<file path="config.mk">
export PLATFORM = sky130hd
export DESIGN_NAME = vend_controller
export DESIGN_NICKNAME = d
export VERILOG_FILES = /design/src/rtl/vend_controller.sv
export SDC_FILE = /design/constraint.sdc
export NUM_CORES = 1
export LEC_CHECK = 0
export ABC_AREA = 1
export CAP_MARGIN = 30
export CORE_ASPECT_RATIO = 1.4
export CORE_MARGIN = 5
export CORE_UTILIZATION = 24
export CTS_BUF_LIST = sky130_fd_sc_hd__clkbuf_2
export CTS_CLUSTER_DIAMETER = 60
export DETAILED_ROUTE_END_ITERATION = 16
export GPL_TIMING_DRIVEN = 0
export PLACE_DENSITY = 0.4
export SYNTH_ARGS = -nofsm -noshare
export SYNTH_HDL_FRONTEND = slang
export SYNTH_SLANG_ARGS = --single-unit
</file>
<file path="constraint.sdc">
create_clock -name clk50 -period 3.6 [get_ports clk50]
set_clock_uncertainty 0.2 [all_clocks]
set_input_delay 0.9 -clock clk50 [delete_from_list [all_inputs] [get_ports clk50]]
set_output_delay 0.9 -clock clk50 [all_outputs]
set_load 0.03 [all_outputs]
</file>
<file path="src/rtl/vend_controller.sv">
`default_nettype none
// ============================================================================
// Module      : vend_controller
// Description : Vending transaction sequencer. It accumulates coin credit,
//               checks the price, issues a vend pulse and pays out change
//               one coin per cycle. Optional macro VEND_TIMEOUT_EN adds an
//               idle auto-refund.
// Revision    : 1.0 - initial release
// ============================================================================
module vend_controller #(
    parameter int MAX_CREDIT     = 200,
    parameter int PRICE_BASE     = 25,
    parameter int TIMEOUT_CYCLES = 500000000
) (
    input  logic       clk50,
    input  logic       reset,
    input  logic [2:0] coin,
    input  logic [3:0] product,
    input  logic       cancel,
    output logic       dispense,
    output logic [3:0] item,
    output logic [2:0] change_coin,
    output logic       coin_reject,
    output logic [7:0] credit,
    output logic       busy
);

    typedef enum logic [1:0] {
        IDLE   = 2'd0,
        VEND   = 2'd1,
        CHANGE = 2'd2
    } state_t;

    state_t     r_state;

    logic [7:0] w_coin_val;
    logic       w_coin_valid;
    logic [8:0] w_coin_sum;
    logic       w_coin_ok;
    logic [7:0] w_price;
    logic [2:0] w_chg_code;
    logic [7:0] w_chg_val;
    logic       w_timeout;

    always_comb begin
        w_coin_val   = 8'd0;
        w_coin_valid = 1'b1;
        case (coin)
            3'd1:    w_coin_val = 8'd5;
            3'd2:    w_coin_val = 8'd10;
            3'd3:    w_coin_val = 8'd25;
            3'd4:    w_coin_val = 8'd100;
            default: w_coin_valid = 1'b0;
        endcase
    end

    // Nine-bit sum so a dollar on top of a large credit cannot wrap past the ceiling check.
    assign w_coin_sum = {1'b0, credit} + {1'b0, w_coin_val};
    assign w_coin_ok  = w_coin_valid && (w_coin_sum <= 9'(MAX_CREDIT));

    assign w_price = 8'(PRICE_BASE) + {2'b00, product, 2'b00} + {4'b0000, product};

    always_comb begin
        w_chg_code = 3'd0;
        w_chg_val  = 8'd0;
        if (credit >= 8'd25) begin
            w_chg_code = 3'd3;
            w_chg_val  = 8'd25;
        end else if (credit >= 8'd10) begin
            w_chg_code = 3'd2;
            w_chg_val  = 8'd10;
        end else if (credit >= 8'd5) begin
            w_chg_code = 3'd1;
            w_chg_val  = 8'd5;
        end
    end

`ifdef VEND_TIMEOUT_EN
    logic [31:0] r_idle_cnt;

    always_ff @(posedge clk50) begin
        if (reset) begin
            r_idle_cnt <= 32'd0;
        end else if ((r_state != IDLE) || (credit == 8'd0) || w_timeout ||
                     (product != 4'd0) || cancel || ((coin != 3'd0) && w_coin_ok)) begin
            r_idle_cnt <= 32'd0;
        end else begin
            r_idle_cnt <= r_idle_cnt + 32'd1;
        end
    end

    assign w_timeout = (r_state == IDLE) && (credit != 8'd0) && (coin == 3'd0) &&
                       (product == 4'd0) && !cancel &&
                       (r_idle_cnt >= 32'(TIMEOUT_CYCLES - 1));
`else
    // Without the counter the refund can never fire; the term is constant zero.
    assign w_timeout = (TIMEOUT_CYCLES < 0);
`endif

    always_ff @(posedge clk50) begin
        if (reset) begin
            r_state     <= IDLE;
            dispense    <= 1'b0;
            item        <= 4'd0;
            change_coin <= 3'd0;
            coin_reject <= 1'b0;
            credit      <= 8'd0;
            busy        <= 1'b0;
        end else begin
            dispense    <= 1'b0;
            item        <= 4'd0;
            change_coin <= 3'd0;
            coin_reject <= (coin != 3'd0) && ((r_state != IDLE) || !w_coin_ok);
            case (r_state)
                IDLE: begin
                    if (coin != 3'd0) begin
                        if (w_coin_ok) begin
                            credit <= w_coin_sum[7:0];
                        end
                    end else if (product != 4'd0) begin
                        if (credit >= w_price) begin
                            credit   <= credit - w_price;
                            dispense <= 1'b1;
                            item     <= product;
                            r_state  <= VEND;
                            busy     <= 1'b1;
                        end
                    end else if ((cancel || w_timeout) && (credit != 8'd0)) begin
                        change_coin <= w_chg_code;
                        credit      <= credit - w_chg_val;
                        r_state     <= CHANGE;
                        busy        <= 1'b1;
                    end
                end
                VEND, CHANGE: begin
                    // The first refund coin leaves on the same edge that ends VEND.
                    if (credit != 8'd0) begin
                        change_coin <= w_chg_code;
                        credit      <= credit - w_chg_val;
                        r_state     <= CHANGE;
                        busy        <= 1'b1;
                    end else begin
                        r_state <= IDLE;
                        busy    <= 1'b0;
                    end
                end
                default: begin
                    r_state <= IDLE;
                    busy    <= 1'b0;
                end
            endcase
        end
    end

endmodule
`default_nettype wire

</file>
* Word level (Yosys, flattened, before mapping)
Index checks and enable logic that the tools add are counted.
** Word-level totals
- Register bits after elaboration :: 20
- Input port bits :: 10
- Output and inout port bits :: 18
- Word-level logic and storage cells :: 83
** Operators by class
- $add $sub $neg :: 5
- $lt $le $gt $ge :: 5
- Equality and inequality tests :: 13
- Multiplexer cells :: 33
- Bitwise gates (word level) :: 3
- Reduce and logical (&&, ||, !) cells :: 17
** Operators with widths (number)
- two-way mux 8 bit :: 6
- one-hot mux 7 bit (4 select lines) :: 1
- one-hot mux 8 bit (2 select lines) :: 1
- subtractor 8 bit :: 2
- two-way mux 3 bit :: 5
- two-way mux 2 bit :: 7
- adder 8 x 8 -> 9 bit :: 1
- less-or-equal comparator 9 x 8 -> 1 bit, second input constant :: 1
- != test 3 bit, second input constant :: 3
- adder 7 x 4 -> 8 bit :: 1
- >= comparator 8 x 3 -> 1 bit, second input constant :: 1
- >= comparator 8 x 4 -> 1 bit, second input constant :: 1
- >= comparator 8 x 5 -> 1 bit, second input constant :: 1
- >= comparator 8 bit :: 1
- two-way mux 1 bit :: 8
- != test 4 bit, second input constant :: 2
- nonzero test 8 bit :: 1
- OR reduction 4 bit :: 2
- adder 5 x 6 -> 7 bit, first input constant :: 1
- equality test 3 x 2 -> 1 bit, second input constant :: 2
- one-hot mux 3 bit (2 select lines) :: 1
- two-way mux 5 bit :: 1
- AND reduction 5 bit :: 1
- OR reduction 5 bit :: 1
- other kinds (18) :: 24

* Depth between registers and ports, before layout
Gate-level depths: netlist of the first run.
- Word-level depth :: 9
- Mapped depth :: 21
- Depth with buffers taken out :: 21

* Least setup slack after synthesis of the first run
OpenSTA, ideal clock, no wires.
- Path type :: in2reg
- Start point :: input port product[1]
- End point :: register credit[5]
- Setup time :: 116 ps
- Arrival :: 3194 ps
- Data required time :: 3284 ps
- Setup slack :: 90 ps
- Stages on the path :: 17
- Path buffers :: 1
- Cells stage by stage :: inv_1 ha_1 inv_1 ha_1 a31o_2 xnor2_1 ha_1 nand2_1 nor2_2 nand4_2 nand4_1 nand2_2 nor2_4 buf_6 nand3_1 nand2_1 nor2_1
** On the way
- Cells in the longest elaborated chain, start to end :: 7
- Elaborated cells on any way between the ends :: 12
- Classes of those cells :: add/sub: 3; order compare: 1; eq/ne: 2; mux: 4; reduce/logical: 2
** Ends and longest elaborated chain
- from (decl) :: RTL line 18 : input logic [3:0] product,
- adder 5 x 6 -> 7 bit :: RTL line 61 : assign w_price = 8'(PRICE_BASE) + {2'b00, product, 2'b00} + {4'b0000, product};
- adder 7 x 4 -> 8 bit :: RTL line 61
- subtractor 8 bit :: RTL line 122 : credit <= credit - w_price;
- two-way mux 8 bit :: RTL line 121 : if (credit >= w_price) begin
- two-way mux 8 bit :: RTL line 120 : end else if (product != 4'd0) begin
- two-way mux 8 bit :: RTL line 116 : if (coin != 3'd0) begin
- one-hot mux 8 bit (2 select lines) :: RTL line 114 : case (r_state)
- to (signal assigned) :: RTL line 118 : credit <= w_coin_sum[7:0];
- to (signal assigned) :: RTL line 122
- to (signal assigned) :: RTL line 130 : credit <= credit - w_chg_val;
- to (decl) :: RTL line 24 : output logic [7:0] credit,
Parallel ways exist; a longest one is shown, timed or not. The select of a mux whose other input is x is not followed.
A chain may end at the register's enable or synchronous reset.

* Worst setup path after layout of the first run
- Start point :: input port product[3]
- End point :: register credit[4]
** On the way
- Cells in the longest elaborated chain, start to end :: 6
- Elaborated cells on any way between the ends :: 12
- Classes of those cells :: add/sub: 3; order compare: 1; eq/ne: 2; mux: 4; reduce/logical: 2
** Ends and longest elaborated chain
- parallel branches: the longest is 6 deep, another holds adder 7 x 4 -> 8 bit
Several ways; the timed one is not identified. The select of a mux whose other input is x is not followed.

==> results of run 1 <==
[cells in the mapped netlist, drive strengths merged]
cell type    n
a31oi        1
o211ai       1
xnor2        3
nand2      121
a31o         1
a32o         1
nor3         2
o21ai       11
a21oi       23
fa           3
ha          30
clkinv       2
xor2         3
dfxtp       19
nand3       35
inv         62
nor2        40
conb         1
clkbuf       1
nand4        8
o21a         2
o21bai       3
o31ai        1
a22oi        4
buf          3
nand3b       3
o22ai        1
[per-stage QoR]
step	std cells	area, um^2
after floorplan	385	2410
final	556	3020
after global routing	556	3020
after CTS	554	2970
after detailed placement	546	2840
after global placement	546	2840
[worst max-delay path by stage]
| stage | end | slack (ns) | cells past startpoint |
|---|---|---|---|
| 6_report | credit[4] | 0.09 | 20 |
| 5_1_grt | credit[3] | 0.004 | 19 |
| 4_1_cts | credit[6] | 0.02 | 18 |
| 3_5_place_dp | credit[6] | -0.79 | 18 |
| 3_3_place_gp | credit[6] | -0.77 | 18 |
| 2_1_floorplan | credit[5] | 0.09 | 17 |
[critical path, stage by stage]
cell,delay (ns)
sky130_fd_sc_hd__clkdlybuf4s15_1,0.20
sky130_fd_sc_hd__inv_2,0.07
sky130_fd_sc_hd__ha_4,0.26
sky130_fd_sc_hd__inv_2,0.04
sky130_fd_sc_hd__ha_4,0.28
sky130_fd_sc_hd__a31o_4,0.16
sky130_fd_sc_hd__a21oi_1,0.05
sky130_fd_sc_hd__o21bai_1,0.14
sky130_fd_sc_hd__inv_1,0.10
sky130_fd_sc_hd__ha_4,0.30
sky130_fd_sc_hd__nand2_2,0.09
sky130_fd_sc_hd__nor2_4,0.17
sky130_fd_sc_hd__nand4_4,0.11
sky130_fd_sc_hd__nand4_1,0.11
sky130_fd_sc_hd__nand2_2,0.08
sky130_fd_sc_hd__nor2_4,0.18
sky130_fd_sc_hd__buf_6,0.14
sky130_fd_sc_hd__nand3_2,0.06
sky130_fd_sc_hd__nand2_1,0.07
sky130_fd_sc_hd__nor2_1,0.04
[cells by family after synthesis]
| group | after synthesis | synth area share, % |
|---|---|---|
| other cells | 1 | 0.155 |
| buf+inv | 68 | 11.5 |
| fa+ha+maj | 33 | 18.0 |
| compound gates | 49 | 12.6 |
| simple gates | 209 | 39.7 |
| flops | 19 | 15.8 |
| xor+xnor | 6 | 2.18 |
[placed cells by master (no fill, tap or decap), drive strengths merged, types with 3 or more instances in the layout]
| master | n |
|---|---|
| a21oi | 23 |
| a22oi | 4 |
| buf | 9 |
| clkbuf | 5 |
| clkdlybuf4s50 | 22 |
| clkinv | 3 |
| dfxtp | 19 |
| fa | 3 |
| ha | 30 |
| inv | 62 |
| nand2 | 121 |
| nand3 | 35 |
| nand3b | 3 |
| nand4 | 8 |
| nor2 | 40 |
| o21ai | 11 |
| o21bai | 3 |
| xnor2 | 3 |
| xor2 | 3 |
[sequential cells by signal (all words and copies together), names as in the netlist]
name / flops
r_state: 2
change_coin: 2
credit: 8
dispense: 1
item: 4
busy: 1
coin_reject: 1
[repair_timing]
action,4_1_cts,5_1_grt
buffers inserted,4,1
gates cloned,0,1
setup endpoints to repair,16,11
gates resized for setup,18,10
pin swaps,8,6
[area by class of cell]
cell class              instances  area (um^2)  share of cell area (%)
multi-input cells             298         1860                    61.8
clock inverters                 1         5.00                   0.166
inverters                      64          240                    7.97
clock buffers                   3         15.0                   0.498
flip-flops and latches         19          380                    12.6
repair buffers                 32          305                    10.1
well taps                     135          169                    5.60
plain buffers                   4         37.5                    1.24
[power by group through the flow]
stage                     registers (uW)  clock network, uW  logic (uW)
after floorplan                      422                  0        1260
final                                373               96.3        1910
after global routing                 383                117        2150
after CTS                            379                107        1880
after detailed placement             383                  0        1790
after global placement               381                  0        1800
[routing by layer]
| metal | up-vias | track usage (%) | part of all wire, % |
|---|---|---|---|
| met3 | 15 | 1.40 | 2.1 |
| met1 | 1096 | 14.0 | 41 |
| li1 | 1312 | - | - |
| met2 | 41 | 25.5 | 54 |
| met4 | 0 | 3.82 | 2.9 |
| met5 | - | 0 | 0 |
==> flow_metrics.py, run 1 <==
metrics = {
    "placement": {
        "final_weighted_congestion_in_routability_driven_placement": 0.805,
        "portBuffers": 26,
        "pre_cts_ws_ns": -0.790,
        "dp_hpwl_mm": 6.21,
    },
    "final_layout": {
        "fraction_of_the_core_area_covered_by_cells_at_the_end_of_the_flow_pct": 30.5,
        "post_route_cells_drive_above_1_share_pct": 15.4,
        "design.final.nets": 465,
        "antennaDiodeCount": 0,
        "fill_cells": 1157,
        "areaGrowthSynthToFinish_pct": 25.0,
    },
    "detailed_routing": {
        "drt_wl_total_mm": 7.50,
        "total_via_count_after_detailed_routing": 2464,
        "vias_per_cell": 4.43,
        "detail-route-antenna-nets": 0,
        "post_drt_wl_per_cell_um": 13.5,
        "drt_first_pass_iters": 5,
        "initialDrtViolationCount": 94,
        "drc": 0,
    },
    "die": {
        "initial_core_util_pct": 24.4,
        "core_area_um2": 9900,
        "core.rowCount": 43,
        "floorplan.die.width_um": 94.7,
        "num_io_pins": 28,
        "vertical_extent_of_the_die_um": 129,
        "die_area_um2": 12200,
    },
    "critical_path": {
        "cp_launch_type": "input port",
        "reg_to_reg_slack_setup_ns": 0.42,
        "worst-setup-path-type": "in2reg",
        "crit_path_start": "product[3]",
        "r2r.worst_path.cells": 17,
        "crit_path_arrival_time_ns": 3.55,
        "crit_required_ns": 3.64,
        "path_max_fanout": 5,
        "worst_r2r_startpoint": "credit[1]",
        "cp-end-kind": "flop",
        "worst_r2r_endpoint": "credit[4]",
    },
    "pwr": {
        "internal_power_summed_over_all_cells_uw": 1050,
        "fin_total_pwr_uw": 2380,
        "share_seq_of_total_power_pct": 15.7,
        "total_leakage_power_uw": 0.00158,
        "maximum_vdd_drop_v": 0.000321,
        "power_per_cell_area_nw_per_um2": 789,
        "p_switching_uw": 1330,
        "power.share.clock_pct": 4.0,
        "comb_power_share_pct": 80.3,
        "sw_frac_of_total_pct": 55.8,
    },
    "min_path": {
        "timing.hold.worst.start": "busy",
        "whs_endpoint": "busy",
        "hold_path_depth": 2,
        "type_of_the_worst_min_delay_path": "reg2reg",
    },
    "clock_network": {
        "cts_inserted_buffers": 3,
        "path_clk_slew_ns": 0.19,
        "tritoncts": "done",
        "cts_num_sinks": 19,
        "clock_insertion_delay_worst_skew_ns": 0.32,
        "ctsLongestPathBuffers": 2,
        "holdBufCountCts": 0,
        "root_buffer": "sky130_fd_sc_hd__clkbuf_2",
        "level_count_of_the_clock_h_tree": 1,
    },
    "sta": {
        "transition_time_at_the_pin_with_the_least_slew_margin_ns": 0.539,
        "fin_hold_ws_ns": 0.291,
        "setup_total_negative_slack_ns": 0,
        "finalSetupViolations": 0,
        "max_slew_margin_pct": 64.0,
        "timing.final.hold_violations": 0,
        "timing_max_transition_violations_final": 0,
        "rsz0062_at_grt": "no",
        "final.setup.worst_slack_ns": 0.0919,
        "timing.final.crit_period_ns": 3.51,
        "max_clock_freq_mhz": 285,
        "layout_worst_path_cycle_share_pct": 97.4,
    },
    "yosys": {
        "synth.top_cell.area_share_pct": 16.8,
        "syn_area_per_cell_um2": 6.27,
        "synthesis.yosys.warnings": 0,
        "gate_count_after_technology_mapping": 385,
        "syn_area_um2": 2410,
        "postSynthNetCount": 428,
        "synthDistinctLibCells": 40,
        "synth.top_cells.by_area": "sky130_fd_sc_hd__nand2_1 (17%), sky130_fd_sc_hd__dfxtp_1 (16%), sky130_fd_sc_hd__ha_1 (16%)",
        "synth.yosys.seq_area_share_pct": 15.8,
        "post-synth-top-area-cell": "sky130_fd_sc_hd__nand2_1",
        "synth_seq_cells": 19,
    },
    "global_route": {
        "number_of_global_route_vias_before_repair": 2502,
        "largest_net_degree_at_the_start_of_global_routing": 12,
        "grt_antenna_before_repair": 0,
        "grt_usage_pct": 12.9,
        "grt.overflow.total": 0,
        "global_route_wire_length_before_repair_mm": 12.2,
    },
    "status": {
        "status": "completed",
    },
    "run": {
        "maxCapViolCount": 0,
    },
}
No activity file was read; power rests on OpenSTA's default activity.
==> run 2, diff against run 1 <==
- CORE_UTILIZATION: 24 -> 53
- PLACE_DENSITY: 0.4 -> 0.87
- SLEW_MARGIN: unset -> 25
==> run 2 against run 1 <==
Against the previous run:
- clock power down 2.6%
- highest routed layer unchanged
- sequential cell count is the same
- largest cell class unchanged
- final area decreased by 2.3%
- sequential share of layout area up 0.29 points
- global-route usage grew 8.8 points
- count of clock-buffer cells in the layout rose by 1
- total power is 0.50% lower
- fmax up 4.4%
- die area down 51%
==> flow_metrics.py, run 2 (synthesis gave the netlist of run 1 again) <==
metrics = {
    "placement": {
        "postPlaceCellArea_um2": 2750,
        "final_weighted_congestion_in_routability_driven_placement": 0.930,
        "dp_hpwl_mm": 4.89,
        "portBuffers": 26,
    },
    "die": {
        "die_area_um2": 6020,
        "initial_core_util_pct": 54.1,
        "core_area_um2": 4460,
        "num_io_pins": 28,
        "floorplan.die.width_um": 67.0,
        "core.rowCount": 29,
        "vertical_extent_of_the_die_um": 89.8,
    },
    "clock_network": {
        "cts_num_sinks": 19,
        "tritoncts": "done",
        "root_buffer": "sky130_fd_sc_hd__clkbuf_2",
        "ctsLongestPathBuffers": 2,
        "path_clk_slew_ns": 0.18,
        "level_count_of_the_clock_h_tree": 1,
        "cts_inserted_buffers": 3,
        "clock_insertion_delay_worst_skew_ns": 0.31,
        "holdBufCountCts": 0,
    },
    "pwr": {
        "sw_frac_of_total_pct": 55.1,
        "power_per_cell_area_nw_per_um2": 803,
        "total_leakage_power_uw": 0.00160,
        "power.share.clock_pct": 4.0,
        "share_seq_of_total_power_pct": 15.2,
        "internal_power_summed_over_all_cells_uw": 1060,
        "comb_power_share_pct": 80.9,
        "fin_total_pwr_uw": 2370,
        "p_switching_uw": 1300,
        "maximum_vdd_drop_v": 0.000541,
    },
    "detailed_routing": {
        "initialDrtViolationCount": 182,
        "drt_first_pass_iters": 4,
        "vias_per_cell": 5.25,
        "drt_wl_total_mm": 6.20,
        "total_via_count_after_detailed_routing": 2547,
        "post_drt_wl_per_cell_um": 12.8,
        "drc": 0,
        "detail-route-antenna-nets": 0,
    },
    "final_layout": {
        "flip_flop_count_of_the_largest_register_after_layout": 8,
        "area_of_the_multi_input_gates_um2": 1870,
        "post_route_cells_drive_above_1_share_pct": 15.8,
        "finalInstanceArea_um2": 2950,
        "final_common_cell": "sky130_fd_sc_hd__nand2_1",
        "max_flop_register": "credit",
        "fill_cells": 414,
        "regArea_um2": 380,
        "commonest_cells_after_routing_fill_and_taps_aside": "sky130_fd_sc_hd__nand2_1 (107), sky130_fd_sc_hd__inv_1 (54), sky130_fd_sc_hd__nor2_1 (35)",
        "design.final.nets": 467,
        "antennaDiodeCount": 0,
        "layout_top_registers": "credit x8, item x4",
        "areaGrowthSynthToFinish_pct": 22.1,
    },
    "critical_path": {
        "crit_path_arrival_time_ns": 3.38,
        "cp-end-kind": "flop",
        "path_max_fanout": 10,
        "crit_required_ns": 3.62,
        "cp_launch_type": "input port",
        "worst-setup-path-type": "in2reg",
    },
    "global_route": {
        "number_of_global_route_vias_before_repair": 2463,
        "grt_usage_pct": 21.7,
        "largest_net_degree_at_the_start_of_global_routing": 11,
        "grt_antenna_before_repair": 0,
        "global_route_wire_length_before_repair_mm": 10.5,
        "grt.overflow.total": 0,
    },
    "sta": {
        "setup_total_negative_slack_ns": 0,
        "max_clock_freq_mhz": 298,
        "rsz0062_at_grt": "no",
        "timing.final.hold_violations": 0,
        "timing_max_transition_violations_final": 0,
        "layout_worst_path_cycle_share_pct": 93.4,
        "fin_hold_ws_ns": 0.285,
        "finalSetupViolations": 0,
        "timing.final.crit_period_ns": 3.36,
    },
    "run": {
        "maxCapViolCount": 0,
    },
    "status": {
        "status": "completed",
    },
    "min_path": {
        "type_of_the_worst_min_delay_path": "reg2reg",
    },
}
[run 2: final timing paths]
kind                  start   endpoint  slack, ns  depth (start not counted)
setup reg to reg  credit[7]  credit[6]       0.46                         20
hold / removal         busy       busy       0.29                          2
hold reg to reg        busy       busy       0.29                          2
setup / recovery    coin[2]  credit[6]       0.24                         16
[run 2: critical path, cell delays in order]
cell and delay, ns:
sky130_fd_sc_hd__clkdlybuf4s50_1 0.51, sky130_fd_sc_hd__nor2_1 0.21, sky130_fd_sc_hd__ha_1 0.23, sky130_fd_sc_hd__inv_1 0.07
sky130_fd_sc_hd__fa_1 0.40, sky130_fd_sc_hd__inv_1 0.11, sky130_fd_sc_hd__nand3_1 0.10, sky130_fd_sc_hd__nand4_1 0.09
sky130_fd_sc_hd__nand2_1 0.09, sky130_fd_sc_hd__nor2_2 0.10, sky130_fd_sc_hd__nand2_1 0.06, sky130_fd_sc_hd__nand2_2 0.11
sky130_fd_sc_hd__nand2_4 0.08, sky130_fd_sc_hd__buf_6 0.15, sky130_fd_sc_hd__a21oi_2 0.12, sky130_fd_sc_hd__nor2_1 0.06
[run 2: repair_timing]
item | in CTS | in global routing
endpoints found under the setup margin | 16 | 16
gates resized for setup | 15 | 15
buffers inserted | 6 | 1
pin swaps | 8 | 4
cloned | 1 | 0
[run 2: power groups by stage]
| stage | combinational, uW | sequential (uW) | clock (uW) |
|---|---|---|---|
| after floorplan | 1260 | 422 | 0 |
| after global placement | 1690 | 361 | 0 |
| after detailed placement | 1730 | 362 | 0 |
| after CTS | 1820 | 358 | 98.1 |
| after global routing | 2150 | 368 | 105 |
| final | 1910 | 359 | 93.8 |
[run 2: per-stage QoR]
| stage | utilization (%) | worst slack [ns] | std cells |
|---|---|---|---|
| final | 66.0 | 0.239 | 485 |
| after detailed placement | 61.6 | -0.725 | 473 |
| after global routing | 66.0 | 0.0233 | 485 |
| after global placement | 61.6 | -0.621 | 473 |
| after CTS | 64.8 | 0.0268 | 484 |
| after floorplan | - | 0.0899 | 385 |
[run 2: metal layers]
| metal | share of wire [%] | vias to the layer above | track usage [%] |
|---|---|---|---|
| met5 | 0 | - | 0 |
| met4 | 2.3 | 0 | 7.78 |
| met3 | 4.4 | 14 | 2.49 |
| met2 | 54 | 62 | 40.4 |
| met1 | 39 | 1154 | 24.1 |
| li1 | - | 1317 | - |
[run 2: cell type report]
class,instances,share of cell area (%)
Multi-Input combinational cell,298,63.5
Clock buffer,4,0.679
Timing Repair Buffer,34,10.8
Buffer,4,1.27
Inverter,64,8.15
Tap cell,62,2.63
Sequential cell,19,12.9
==> RTL change 1: new RTL, flow settings as in run 2 <==
The 3 states of `state_t` get a one-hot encoding in 3 bits.
--- a/src/rtl/vend_controller.sv
+++ b/src/rtl/vend_controller.sv
@@ -25,10 +25,10 @@
     output logic       busy
 );
 
-    typedef enum logic [1:0] {
-        IDLE   = 2'd0,
-        VEND   = 2'd1,
-        CHANGE = 2'd2
+    typedef enum logic [2:0] {
+        IDLE   = 3'b001,
+        VEND   = 3'b010,
+        CHANGE = 3'b100
     } state_t;
 
     state_t     r_state;
Check against the original RTL: no difference found for any inputs over 4 cycles, from zero or initial values and one cycle with reset high; so few cycles prove little.
==> RTL change 1 against run 2 <==
Design area decreased by 3.9%; largest power group unchanged; critical path type unchanged; sequential cell count up 1; wire length rose by 4.8%; die area decreased by 3.6%; power shrank 28%; area after synthesis decreased by 4.1%; worst setup slack got worse by 0.14 ns; utilization is 0.74 points higher.
==> RTL change 1: results (changes against run 2) <==
| Metric | Value |
|---|---|
| Status | completed |
| Post-synthesis sequential area ratio | 17.3% (+1.5 points) |
| Hold Path Class | register to register |
| Reg-to-reg endpoint | credit[6] |
| Number of distinct library cells after synthesis | 34 (-15%) |
| Cts hold-fix bufs | 0 (unchanged) |
| Synth Flop Type | dfxtp_1 |
| Clock tree buffer depth | 2 (unchanged) |
| Pin count of the biggest net entering global routing | 13 (+2) |
| Routed wire length | 6490 um (+4.8%) |
| Worst Path Arrival | 3.59 ns (+0.21 ns) |
| Hold WS | 0.280 ns (-0.00574 ns) |
| Total GRT Usage | 23.6% (+1.9 points) |
| Post-synth top cells | nand2_1 (103), inv_1 (56), nor2_1 (41) |
| Largest stage delay on the critical path | 0.28 ns (-0.23 ns) |
| Vias per std cell | 5.50 (+4.8%) |
| Placed wire-length estimate | 4840 um (-0.86%) |
| Number of global-route vias before repair | 2552 (+3.6%) |
| Drt pass-1 iters | 4 (unchanged) |
| Initial antenna violation count | 0 (unchanged) |
| Leakage power | 0.00151 uW (-5.8%) |
| H-Tree Depth | 1 (unchanged) |
| Port bufs | 26 (unchanged) |
| Placer Congestion | 0.980 (+5.4%) |
| Worst Hold Launch | busy |
| Syn_nets | 417 (-2.6%) |
| First-pass GRT wire length | 10800 um (+2.6%) |
| Final net count | 455 (-2.6%) |
| Reg-to-reg slack, setup | 0.55 ns (+0.09 ns) |
| Regs by FF count | credit x8, item x4, r_state x3 |
| Crit path max fanout | 5 (-5) |
| Yosys warning count | 0 (unchanged) |
| Maximum VDD drop | 0.298 mV (-45%) |
| TritonCTS Buffers | 3 (unchanged) |
| Hold depth | 2 (unchanged) |
| Reg2Reg Depth | 20 (unchanged) |
| Proportion of layout cells with a drive suffix above 1 | 12.8% (-3.0 points) |
| CP max-delay cell | ha_1 |
| 1st-iter DRT viols | 186 (+2.2%) |
| Worst-skew pair later-pin latency | 0.37 ns (+0.06 ns) |
| Area contributors post-synth | dfxtp_1 (17%), nand2_1 (17%), ha_1 (15%) |
| Ant diodes | 0 (unchanged) |
| DP Worst Slack | -0.736 ns (-0.0109 ns) |
| CTS clk-pin slew, worst paths | 0.23 ns (+0.05 ns) |
RTL change 1: critical path: cells and delay by family:
kind,cells,cell delay (ns)
compound gates,6,0.87
fa+ha+maj,3,0.71
buf+inv,5,0.62
simple gates,5,0.50
RTL change 1: metal layers:
metal / routed length, um / up-vias / track usage (%) / share of wire (%)
met3: 460 / 32 / 4.11 / 7.1
li1: - / 1280 / - / -
met1: 2390 / 1173 / 24.4 / 37
met2: 3350 / 117 / 43.7 / 52
met5: 0 / - / 0 / 0
met4: 294 / 0 / 13.6 / 4.5
RTL change 1: worst max-delay path by stage:
stage	from	to	slack, ns	cells past startpoint
global route	product[1]	credit[6]	-0.04	19
floorplan	product[1]	credit[5]	0.11	17
CTS	product[1]	credit[4]	0.05	20
finish	product[1]	credit[6]	0.09	19
detailed placement	product[3]	credit[4]	-0.74	18
global placement	product[3]	credit[0]	-0.66	19
RTL change 1: timing repair:
item / 4_1_cts / 5_1_grt
pin swaps: 7 / 10
gates resized for setup: 15 / 8
setup endpoints to repair: 16 / 12
buffers inserted: 4 / 2
gates cloned: 1 / 0
RTL change 1: through the flow:
step | power [uW] | cells | util, % | instance area, sq um
global route | 1860 | 473 | 66.8 | 2830
finish | 1690 | 473 | 66.8 | 2830
CTS | 1630 | 471 | 65.4 | 2770
floorplan | 1120 | 376 | - | 2310
global placement | 1370 | 462 | 62.5 | 2650
detailed placement | 1400 | 462 | 62.5 | 2650
RTL change 1: final cells by class:
class | instances | area [sq um]
Multi-Input combinational cell | 290 | 1720
Fill cell | 385 | 1410
Sequential cell | 20 | 400
Timing Repair Buffer | 33 | 312
Inverter | 61 | 229
Tap cell | 60 | 75.1
Buffer | 5 | 48.8
Clock inverter | 1 | 30.0
Clock buffer | 3 | 15.0
RTL change 1: power by group:
group / internal (uW) / switching (uW)
clock network: 95.7 / 83.9
registers: 254 / 69.2
logic: 467 / 723
total: 817 / 876
RTL change 1: cell families (layout without fill, tap and decap cells):
group / Yosys count / count (layout) / share of synthesized area, %
adders and majority gates: 31 / 31 / 17.7
DFF: 20 / 20 / 17.3
other: 1 / 1 / 0.162
xor gates and xnor gates: 7 / 7 / 2.65
and+or+nand+nor: 203 / 203 / 38.0
AOI/OAI and AO/OA: 48 / 48 / 12.1
buffers and inverters: 66 / 103 / 12.0
==> RTL change 2: new RTL, settings of run 2 <==
Made on the original files. Add a define of `VEND_TIMEOUT_EN`.
--- a/src/rtl/vend_controller.sv
+++ b/src/rtl/vend_controller.sv
@@ -7,6 +7,8 @@
 //               idle auto-refund.
 // Revision    : 1.0 - initial release
 // ============================================================================
+`define VEND_TIMEOUT_EN
+
 module vend_controller #(
     parameter int MAX_CREDIT     = 200,
     parameter int PRICE_BASE     = 25,
Check against the original RTL: no difference found for any inputs over 4 cycles, from zero or initial values and one cycle with reset high; that may be too few to reach the edited logic, so the function may still have changed.
==> RTL change 2 against run 2 <==
Area after synthesis grew 69%; worst setup slack better by 0.011 ns; sequential cell count up 32; first-iteration DRC count is 46% lower; combinational power down 11%; power up 15%; synthesized cell count increased by 60%; wire length increased by 56%; design area increased by 56%; largest power group unchanged.
==> RTL change 2: results (changes against run 2) <==
| Metric | Value |
|---|---|
| Worst Hold Launch | r_idle_cnt[0] |
| Average size of a mapped cell | 6.61 sq um (+5.5%) |
| Cell Count Post-Placement | 743 (+57%) |
| Routed wire length | 9680 um (+56%) |
| Yosys top cell area share | 25.0% (+8.2 points) |
| Nonclk inv count | 97 (+52%) |
| Number of global-route vias before repair | 3953 (+60%) |
| Placer Congestion | 0.922 (-0.80%) |
| Clock network area share | 1.39% (+0.71 points) |
| Seq pwr | 722 uW (+100%) |
| Post-CTS setup buffers | 0 (-6) |
| Worst-skew pair later-pin latency | 0.44 ns (+0.13 ns) |
| Proportion of layout cells with a drive suffix above 1 | 13.6% (-2.3 points) |
| Fill cells | 702 (+70%) |
| Routed met1 length | 3860 um (+58%) |
| Fraction of area in multi-input gates | 58.5% (-5.1 points) |
| 1st-iter DRT viols | 99 (-46%) |
| Met3 Use GR | 3.18% (+0.69 points) |
| First-pass GRT wire length | 16700 um (+59%) |
| GR Layer Usage met1 | 21.5% (-2.7 points) |
| Maximum VDD drop | 0.717 mV (+33%) |
| Hold WS | 0.268 ns (-0.0175 ns) |
| DP Worst Slack | -0.762 ns (-0.0377 ns) |
| Seq/total area | 22.2% (+9.3 points) |
| Placed wire-length estimate | 7800 um (+60%) |
| Regs by FF count | r_idle_cnt x32, credit x8, item x4 |
| Number of signal-net buffers in the layout | 37 (-2.6%) |
| DR WL met2 | 4960 um (+49%) |
| Status | completed |
| H-Tree Depth | 2 (+1) |
| Hold depth | 1 (-1) |
| Signal buf overhead | 7.36% (-4.7 points) |
| Area contributors post-synth | dfxtp_1 (25%), nand2_1 (12%), ha_1 (9.5%) |
| Max Fclk | 0.299 GHz (+0.32%) |
| Leakage power | 0.00206 uW (+29%) |
| Final net count | 699 (+50%) |
| M2 GR Usage | 39.7% (-0.63 points) |
RTL change 2: cell types whose count changed after synthesis, moves of 9 or more:
cell	change
inv_1	+26
nor3_1	+11
nor2_1	+61
dfxtp_1	+32
nand2_1	+25
nor3_2	+9
xor2_1	+10
RTL change 2: kinds of logic (layout without fill, tap and decap cells):
family	after synthesis	in the layout	synth area share, %
adders and majority gates	34	34	11.0
AOI/OAI and AO/OA	62	62	8.77
and+or+nand+nor	346	346	40.8
DFF	51	51	25.0
xor gates and xnor gates	20	20	4.29
buffers and inverters	103	142	10.0
other	1	1	0.0919
RTL change 2: worst register-to-register path, stage by stage, from the launching register on:
cell and delay, ns:
dfxtp_1 0.71, nor2_1 0.14, o21ai_0 0.38, inv_1 0.12
nand2_1 0.10, nand2_1 0.10, ha_1 0.21, inv_1 0.08
fa_1 0.21, nand3_1 0.08, nand2_1 0.10, nand2_1 0.06
nand2_1 0.07, xor2_1 0.16, a22oi_1 0.10, nand3_1 0.09
nand2_1 0.05, nor2_1 0.11
